$ cat src/rtl/pipe_stage_reg_pkg.sv
// pipe_stage_reg_pkg: stage-bundle typedefs and skid-entry state encoding for pipe_stage_reg.
// Revision 1.0 - initial release
`default_nettype none

package pipe_stage_reg_pkg;

  typedef enum logic [1:0] {
    WB_ALU = 2'd0,
    WB_MEM = 2'd1,
    WB_PC4 = 2'd2,
    WB_CSR = 2'd3
  } wb_src_e;

  typedef enum logic [2:0] {
    MEM_NONE = 3'd0,
    MEM_LB   = 3'd1,
    MEM_LH   = 3'd2,
    MEM_LW   = 3'd3,
    MEM_SB   = 3'd4,
    MEM_SH   = 3'd5,
    MEM_SW   = 3'd6
  } mem_op_e;

  typedef enum logic [1:0] {
    CSR_NONE = 2'd0,
    CSR_RW   = 2'd1,
    CSR_RS   = 2'd2,
    CSR_RC   = 2'd3
  } csr_op_e;

  typedef struct packed {
    logic [31:0] pc;
    logic [31:0] instr;
  } if_id_t;

  typedef struct packed {
    logic [31:0] pc;
    logic [31:0] rs1_val;
    logic [31:0] rs2_val;
    logic [31:0] imm;
    logic [4:0]  rd;
    logic [3:0]  alu_op;
    wb_src_e     wb_src;
    mem_op_e     mem_op;
    csr_op_e     csr_op;
    logic [11:0] csr_addr;
  } id_ex_t;

  typedef struct packed {
    logic [31:0] result;
    logic [31:0] store_val;
    logic [4:0]  rd;
    wb_src_e     wb_src;
    logic [31:0] pc;
    mem_op_e     mem_op;
    csr_op_e     csr_op;
    logic [11:0] csr_addr;
  } ex_m1_t;

  typedef struct packed {
    logic [31:0] result;
    logic [4:0]  rd;
    wb_src_e     wb_src;
    logic [31:0] pc;
    mem_op_e     mem_op;
    csr_op_e     csr_op;
    logic [11:0] csr_addr;
  } m1_m2_t;

  typedef struct packed {
    logic [31:0] wb_val;
    logic [4:0]  rd;
    logic        we;
  } m2_wb_t;

  // Entry state is {main_v, skid_v}; the low bit alone drives in_ready.
  localparam logic [1:0] ST_EMPTY = 2'b00;
  localparam logic [1:0] ST_FULL  = 2'b10;
  localparam logic [1:0] ST_SKID  = 2'b11;

  function automatic logic is_load(input mem_op_e op);
    return (op == MEM_LB) || (op == MEM_LH) || (op == MEM_LW);
  endfunction

  function automatic logic is_store(input mem_op_e op);
    return (op == MEM_SB) || (op == MEM_SH) || (op == MEM_SW);
  endfunction

endpackage

`default_nettype wire

$ cat src/rtl/pipe_stage_reg.sv
// pipe_stage_reg: parametrised valid/ready pipeline register with optional skid entry and stall counter.
// Revision 1.0 - initial release
`default_nettype none

module pipe_stage_reg
  import pipe_stage_reg_pkg::*;
#(
  parameter int unsigned DATA_W      = 32,
  parameter int unsigned SKID_EN     = 1,
  parameter int unsigned CLR_ON_FLSH = 1,
  parameter int unsigned CNT_W       = 16
) (
  input  logic              clk,
  input  logic              nrst,
  input  logic              flush,
  input  logic              in_valid,
  output logic              in_ready,
  input  logic [DATA_W-1:0] in_data,
  output logic              out_valid,
  input  logic              out_ready,
  output logic [DATA_W-1:0] out_data,
  output logic [CNT_W-1:0]  stall_cnt,
  input  logic              cnt_clr
);

  logic w_in_fire;
  logic w_out_fire;

  assign w_in_fire  = in_valid & in_ready;
  assign w_out_fire = out_valid & out_ready;

  generate
    if (SKID_EN != 0) begin : g_skid
      logic [1:0]        state_q, state_d;
      logic [DATA_W-1:0] main_q, main_d;
      logic [DATA_W-1:0] skid_q, skid_d;

      always_comb begin
        state_d = state_q;
        main_d  = main_q;
        skid_d  = skid_q;
        if (flush) begin
          // Any in_fire this cycle is dropped; out_fire has already been seen downstream.
          state_d = ST_EMPTY;
          if (CLR_ON_FLSH != 0) begin
            main_d = '0;
            skid_d = '0;
          end
        end else begin
          case (state_q)
            ST_EMPTY: begin
              if (w_in_fire) begin
                main_d  = in_data;
                state_d = ST_FULL;
              end
            end
            ST_FULL: begin
              if (w_out_fire) begin
                if (w_in_fire) begin
                  main_d = in_data;
                end else begin
                  state_d = ST_EMPTY;
                end
              end else if (w_in_fire) begin
                skid_d  = in_data;
                state_d = ST_SKID;
              end
            end
            ST_SKID: begin
              if (w_out_fire) begin
                main_d  = skid_q;
                state_d = ST_FULL;
              end
            end
            default: state_d = ST_EMPTY;
          endcase
        end
      end

      always_ff @(posedge clk or negedge nrst) begin
        if (!nrst) begin
          state_q <= ST_EMPTY;
          main_q  <= '0;
          skid_q  <= '0;
        end else begin
          state_q <= state_d;
          main_q  <= main_d;
          skid_q  <= skid_d;
        end
      end

      assign in_ready  = ~state_q[0];
      assign out_valid = state_q[1];
      assign out_data  = main_q;
    end else begin : g_single
      logic              main_v_q, main_v_d;
      logic [DATA_W-1:0] main_q, main_d;

      always_comb begin
        main_v_d = main_v_q;
        main_d   = main_q;
        if (flush) begin
          main_v_d = 1'b0;
          if (CLR_ON_FLSH != 0) begin
            main_d = '0;
          end
        end else if (w_in_fire) begin
          main_v_d = 1'b1;
          main_d   = in_data;
        end else if (w_out_fire) begin
          main_v_d = 1'b0;
        end
      end

      always_ff @(posedge clk or negedge nrst) begin
        if (!nrst) begin
          main_v_q <= 1'b0;
          main_q   <= '0;
        end else begin
          main_v_q <= main_v_d;
          main_q   <= main_d;
        end
      end

      assign in_ready  = ~main_v_q | out_ready;
      assign out_valid = main_v_q;
      assign out_data  = main_q;
    end
  endgenerate

  localparam logic [CNT_W-1:0] c_cnt_max = '1;

  logic [CNT_W-1:0] stall_q, stall_d;

  always_comb begin
    stall_d = stall_q;
    if (cnt_clr) begin
      stall_d = '0;
    end else if (out_valid && !out_ready && (stall_q != c_cnt_max)) begin
      stall_d = stall_q + CNT_W'(1);
    end
  end

  always_ff @(posedge clk or negedge nrst) begin
    if (!nrst) begin
      stall_q <= '0;
    end else begin
      stall_q <= stall_d;
    end
  end

  assign stall_cnt = stall_q;

endmodule

`default_nettype wire

$ cat config.mk
export PLATFORM = sky130hd
export DESIGN_NAME = pipe_stage_reg
export DESIGN_NICKNAME = d
export VERILOG_FILES = /design/src/rtl/pipe_stage_reg_pkg.sv /design/src/rtl/pipe_stage_reg.sv
export SDC_FILE = /design/constraint.sdc
export NUM_CORES = 1
export LEC_CHECK = 0
export BUFFER_PORTS_ARGS = -buffer_cell sky130_fd_sc_hd__buf_2
export CAP_MARGIN = 20
export CORE_UTILIZATION = 40
export CTS_CLUSTER_DIAMETER = 60
export DETAILED_ROUTE_END_ITERATION = 7
export GPL_TIMING_DRIVEN = 1
export PLACE_DENSITY = 0.67
export SLEW_MARGIN = 40
export SYNTH_ARGS = -nofsm -noshare
export SYNTH_HDL_FRONTEND = slang
export SYNTH_SLANG_ARGS = --single-unit
$ cat constraint.sdc
create_clock -name clk -period 3.05 [get_ports clk]
set_input_delay 0.305 -clock clk [delete_from_list [all_inputs] [get_ports clk]]
set_output_delay 0.305 -clock clk [all_outputs]
set_load 0.01 [all_outputs]
======== Yosys cells after proc, flatten, opt, wreduce, memory -nomap -nowiden ========
Cells that the tools add are included.
cells by class
  reduce and logical (&&, ||, !) cells .... 11
  bitwise gates (word level) .............. 3
  order comparisons ....................... 0
  equality and inequality tests ........... 9
  muxes and demuxes ....................... 18
  div/mod/pow operators ................... 0
  add/subtract/negate cells ............... 1
  shift operators ......................... 0
  multipliers ............................. 0
operator list
  cell                                                              count
  32-bit 2-to-1 mux                                                 8
  32-bit one-hot mux with 3 select lines                            1
  16-bit 2-to-1 mux                                                 2
  16-bit by 1-bit adder with 16-bit output (second input constant)  1
  16-bit != test (second input constant)                            1
  2-bit 2-to-1 mux                                                  6
  3-bit != test (second input constant)                             3
  4-bit != test (second input constant)                             2
  2-bit one-hot mux with 3 select lines                             1
  3-bit AND reduction                                               2
  2-bit nonzero test                                                3
  2-bit equality test (second input constant)                       2
  4-bit AND reduction                                               1
  4-bit nonzero test                                                1
  1-bit AND                                                         2
  1-bit logical AND                                                 2
  2-bit logical NOT                                                 1
  2-bit != test (second input constant)                             1
  1-bit logical NOT                                                 1
  1-bit inverter                                                    1
word-level totals
  bits in latches ......................... 0
  memory bits (writable) .................. 0
  input port bits ......................... 38
  bits in read-only memories .............. 0
  bits in registers ....................... 82
  memories kept ........................... 0
  output and inout bits ................... 50

======== Longest topological paths before layout ========
  depth after elaboration ................. 6
  mapped depth ............................ 8
  depth with buffers taken out ............ 7

======== Worst setup path before layout ========
OpenSTA, ideal clock, no wires.
  path kind ............................... reg-to-reg
  start point ............................. reg g_skid.state_q[1]
  end point ............................... reg g_skid.main_q[10], in the netlist out_data[10]
  clock period less this slack ............ 1734 ps
  arrival time ............................ 1600 ps
  setup slack ............................. 1316 ps
  cell stages (with the launch flop) ...... 7
  required time ........................... 2915 ps
  path buffers ............................ 2
  path through ............................ dfrtp_1 -> ha_1 -> buf_2 -> o21bai_1 -> a21oi_2 -> buf_2 -> o31ai_1
between the ends
  longest elaborated chain between the ends .. 3
  elaborated cells on any way between the ends .. 10
  those cells by class .................... eq/ne (4); mux (2); bitwise (1); reduce/logical (3)
RTL lines
  element                                                                           line                  source
  start: declaration                                                                pipe_stage_reg.sv:34  logic [1:0] state_q, state_d;
  start signal: assignment                                                          pipe_stage_reg.sv:86  state_q <= state_d;
  2-bit equality test, or another cell as far along                                 pipe_stage_reg.sv:50  case (state_q)
  3-bit != test (no source line), or another cell as far along                      n/a
  3-bit AND reduction (no source line) / 32-bit 2-to-1 mux (equally long branches)  n/a
  end signal: assignment                                                            pipe_stage_reg.sv:87  main_q <= main_d;
  end: declaration                                                                  pipe_stage_reg.sv:35  logic [DATA_W-1:0] main_q, main_d;
Several ways; a longest one is shown, not always the timed one.
A chain may end at the register's enable or synchronous reset.

======== Final worst setup path ========
  start point ............................. reg g_skid.state_q[0]
  end point ............................... reg g_skid.skid_q[0]
between the ends
  longest elaborated chain between the ends .. 4
  elaborated cells on any way between the ends .. 6
  those cells by class .................... eq/ne (1); bitwise (2); reduce/logical (3)
RTL lines
  element                                 line                  source
  1-bit inverter                          pipe_stage_reg.sv:92  assign in_ready = ~state_q[0];
  1-bit AND                               pipe_stage_reg.sv:29  assign w_in_fire = in_valid & in_ready;
  2-bit nonzero test (no source line)     n/a
  3-bit AND reduction (no source line) *  n/a
  end signal: assignment                  pipe_stage_reg.sv:88  skid_q <= skid_d;
  end: declaration                        pipe_stage_reg.sv:36  logic [DATA_W-1:0] skid_q, skid_d;
Mark *: on every way between the ends. The rest lies on a longest branch, timed or not.

==> results.md <==
- Status: complete, but fails checks
- Failing checks: negative hold slack
- Via count: 3094
- Post-route ant nets: 0
- Post-layout util: 0.4981
- Synthesized instance count: 400
- Fin crit period: 2023 ps
- Fmax: 0.4943 GHz
- Die H: a little over 100 um
- Final hold vios: 25
- Post-Syn Nets: 444
- RR Startpoint: g_skid.state_q[0]$_DFFE_PN0P_
- CTS Buffer Depth: 2
- Vias in the first global route: 3070
- PD cells: slightly below 700 mW/mm^2
- CP Launch Type: flip-flop
- Cts bufs inserted: 9
- Final #Nets: 521
- Share of the synthesized area in the top cell type: 0.5230
- Final worst path period share: 0.6632
- Clock Tree Root: clkbuf_8
- Async S/R FF share, synth: 1.000
- Relative slew slack: 0.5694
- Max cap viols: 0
- Worst EP arrival: around 2300 ps
- GRT Resource Usage Total: 0.1808
- Placed cells: between 500 and 600
- Peak VDD IR: 0.3418 mV
- # diodes: 0
- Reg2Reg Setup Slack: approximately 1000 ps
- Total Power: 0.003157 W
- Setup CP Type: flip-flop to flip-flop
- H-Tree Depth: 3
- Yosys warnings: 0
- Ranking of synthesized cells by area: dfrtp_1, nand2_1, mux2i_1, o31ai_1, a21oi_1
- Post-DR wirelength/cell: 14.09 um
- Core Area: 0.009371 mm^2
- TritonCTS clock tree: done
- Die ar.: 0.01021 mm^2
- Slew @ Worst Pin: approximately 650 ps
- Number of synthesized flops with an enable pin: 0
- Starting Density: 0.4187
- Worst EP required: 3320 ps
- Initial antenna violation count: 0
- DP HPWL: 5760 um
- Hold WC Path Type: primary input to async pin
- Port Buffers: 87
- # resized after CTS: 0
- Largest area contributor in the synthesized netlist: dfrtp_1
- P_leak: 2.143 nW
- Routed WL: between 8000 and 9000 um
- Worst path max stage delay: 550 ps
- DRC viols: 0
- Post-CTS Hold Buffers: 0
- Seq/Total Area, Yosys: 0.5230
- Final Slew Violations: 0
- Vias per Instance: a little over 5
- Placer Congestion: 0.7758
- Crit-path max FO: 18
- WHS: -23.70 ps
- RR Endpoint: g_skid.skid_q[0]$_DFFE_PN0P_
- # Post-CTS Setup Buffers: 0
- Seq cells post-synth: a little over 80
- DIE WIDTH: just over 100 um
- Non-Filler Instances: 611
- Initial DRC count: 147
- Critical path, cell by cell: inv_1 > ha_1 > and3_1 > buf_4 > nand2_1 > a21oi_1
- Mapped Area: between 0.003 and 0.004 mm^2
- Number of core rows: 35
- TNS Setup: 0 ps
- Slowest stage cell on the critical path: and3_1
- RSZ-0062 raised after global routing: false
- GR Overflow Total: 0
- Drt first pass iters: 5
- Number of setup violations in the final report: 0
- Largest net degree at the start of global routing: 83
- Synth-to-layout area growth: 18.97%
- First-pass GRT wire length: 14400 um
- Worst Reg-to-Reg Cells: 6
- I/O pins: 88
- CP Capture Type: flip-flop
- Fraction of layout cells with a size suffix above 1: 0.2510
- Post-synthesis cell type count: 37
- Synth Area per Inst: 9.809 um^2
- Sink Count: 82
- Setup Skew: 11.78 ps
- Insertion delay to the later sink of the worst-skew pair: 350 ps
- Top_reg_cell synth: dfrtp_1
- Clock transition at path regs: 90 ps
-- final cells by class --
class                           count  area, um^2
Multi-Input combinational cell    289        1757
Sequential cell                    82        2052
Clock inverter                      7       77.57
Inverter                            2       7.507
Timing Repair Buffer               93       489.2
Fill cell                         920        4703
Clock buffer                        9       123.9
Tap cell                          129       161.4
-- metrics by stage --
stage | cell area (um^2) | worst slack (ps) | hold WS (ps)
3_3_place_gp | 4461 | 1116 | 457.0
4_1_cts | 4666 | 1011 | 20.55
2_1_floorplan | 3924 | 1316 | 9.409
5_1_grt | 4668 | 847.2 | 22.77
3_5_place_dp | 4464 | 1036 | 412.6
6_report | 4668 | 1027 | -23.70
-- critical path, delay by kind of cell (launching register included) --
family,cells,cell delay [ps]
AO/OA/AOI/OAI,1,150
buffers and inverters,2,510
flip-flops,1,440
adder cells (fa/ha/maj),1,210
AND/OR/NAND/NOR,2,640
-- flip-flops by register name (all words and copies together), names as in the netlist --
| name | count |
|---|---|
| out_data | 32 |
| g_skid.state_q | 2 |
| stall_cnt | 16 |
| g_skid.skid_q | 32 |
-- worst max path at each step --
stage,slack [ps],end,start
3_3_place_gp,1120,out_data[18]$_DFFE_PN0P_,g_skid.state_q[1]$_DFFE_PN0P_
3_5_place_dp,1040,out_data[21]$_DFFE_PN0P_,g_skid.state_q[1]$_DFFE_PN0P_
4_1_cts,1010,g_skid.skid_q[0]$_DFFE_PN0P_,g_skid.state_q[0]$_DFFE_PN0P_
2_1_floorplan,1320,out_data[10]$_DFFE_PN0P_,g_skid.state_q[1]$_DFFE_PN0P_
6_report,1030,g_skid.skid_q[0]$_DFFE_PN0P_,g_skid.state_q[0]$_DFFE_PN0P_
5_1_grt,850,out_data[20]$_DFFE_PN0P_,g_skid.state_q[1]$_DFFE_PN0P_
-- cell families (layout without fill, tap and decap cells) --
group                    Yosys count  count (layout)  synth area share
buffers and inverters             29             111           0.03189
AO/OA/AOI/OAI                     79              79            0.1256
adder cells (fa/ha/maj)            6               6           0.01913
flip-flops                        82              82            0.5230
multiplexers                      34              34           0.08705
AND/OR/NAND/NOR                  158             158            0.1865
XOR/XNOR                          12              12           0.02679
-- routing by layer --
metal / track usage / share of wire
met1: 0.2324 / 0.46
met2: 0.2941 / 0.48
met3: 0.04369 / 0.048
met4: 0.07023 / 0.013
met5: 0 / 0
-- power breakdown --
group | switching (W) | internal, W
Combinational | 0.000580 | 0.000368
Sequential | 0.000123 | 0.00128
Clock | 0.000417 | 0.000385
Total | 0.00112 | 0.00204
-- cell usage after synthesis, types with 4 or more instances --
library cell	n
a21oi_1	37
buf_2	13
clkbuf_1	13
dfrtp_1	82
ha_1	6
mux2i_1	33
nand2_1	104
nand3_1	8
nand4_1	4
nor2_1	16
nor3_1	7
o21ai_0	4
o31ai_1	32
xnor2_1	8
xor2_1	4
-- cells in the final DEF, fill, tap and decap left out, types with 3 or more instances in the layout --
master / Yosys / layout
buf_4: 0 / 6
nor2_1: 16 / 16
ha_1: 6 / 5
nor3_1: 7 / 7
o31ai_1: 32 / 32
a21oi_1: 37 / 37
xnor2_1: 8 / 8
xor2_1: 4 / 4
dfrtp_1: 82 / 82
nand4_1: 4 / 4
nand2_1: 104 / 104
buf_2: 13 / 86
o21ai_0: 4 / 4
nand3_1: 8 / 8
mux2i_1: 33 / 33
clkbuf_8: 0 / 10
and3_1: 3 / 3
(Power assumes the default switching activity.)
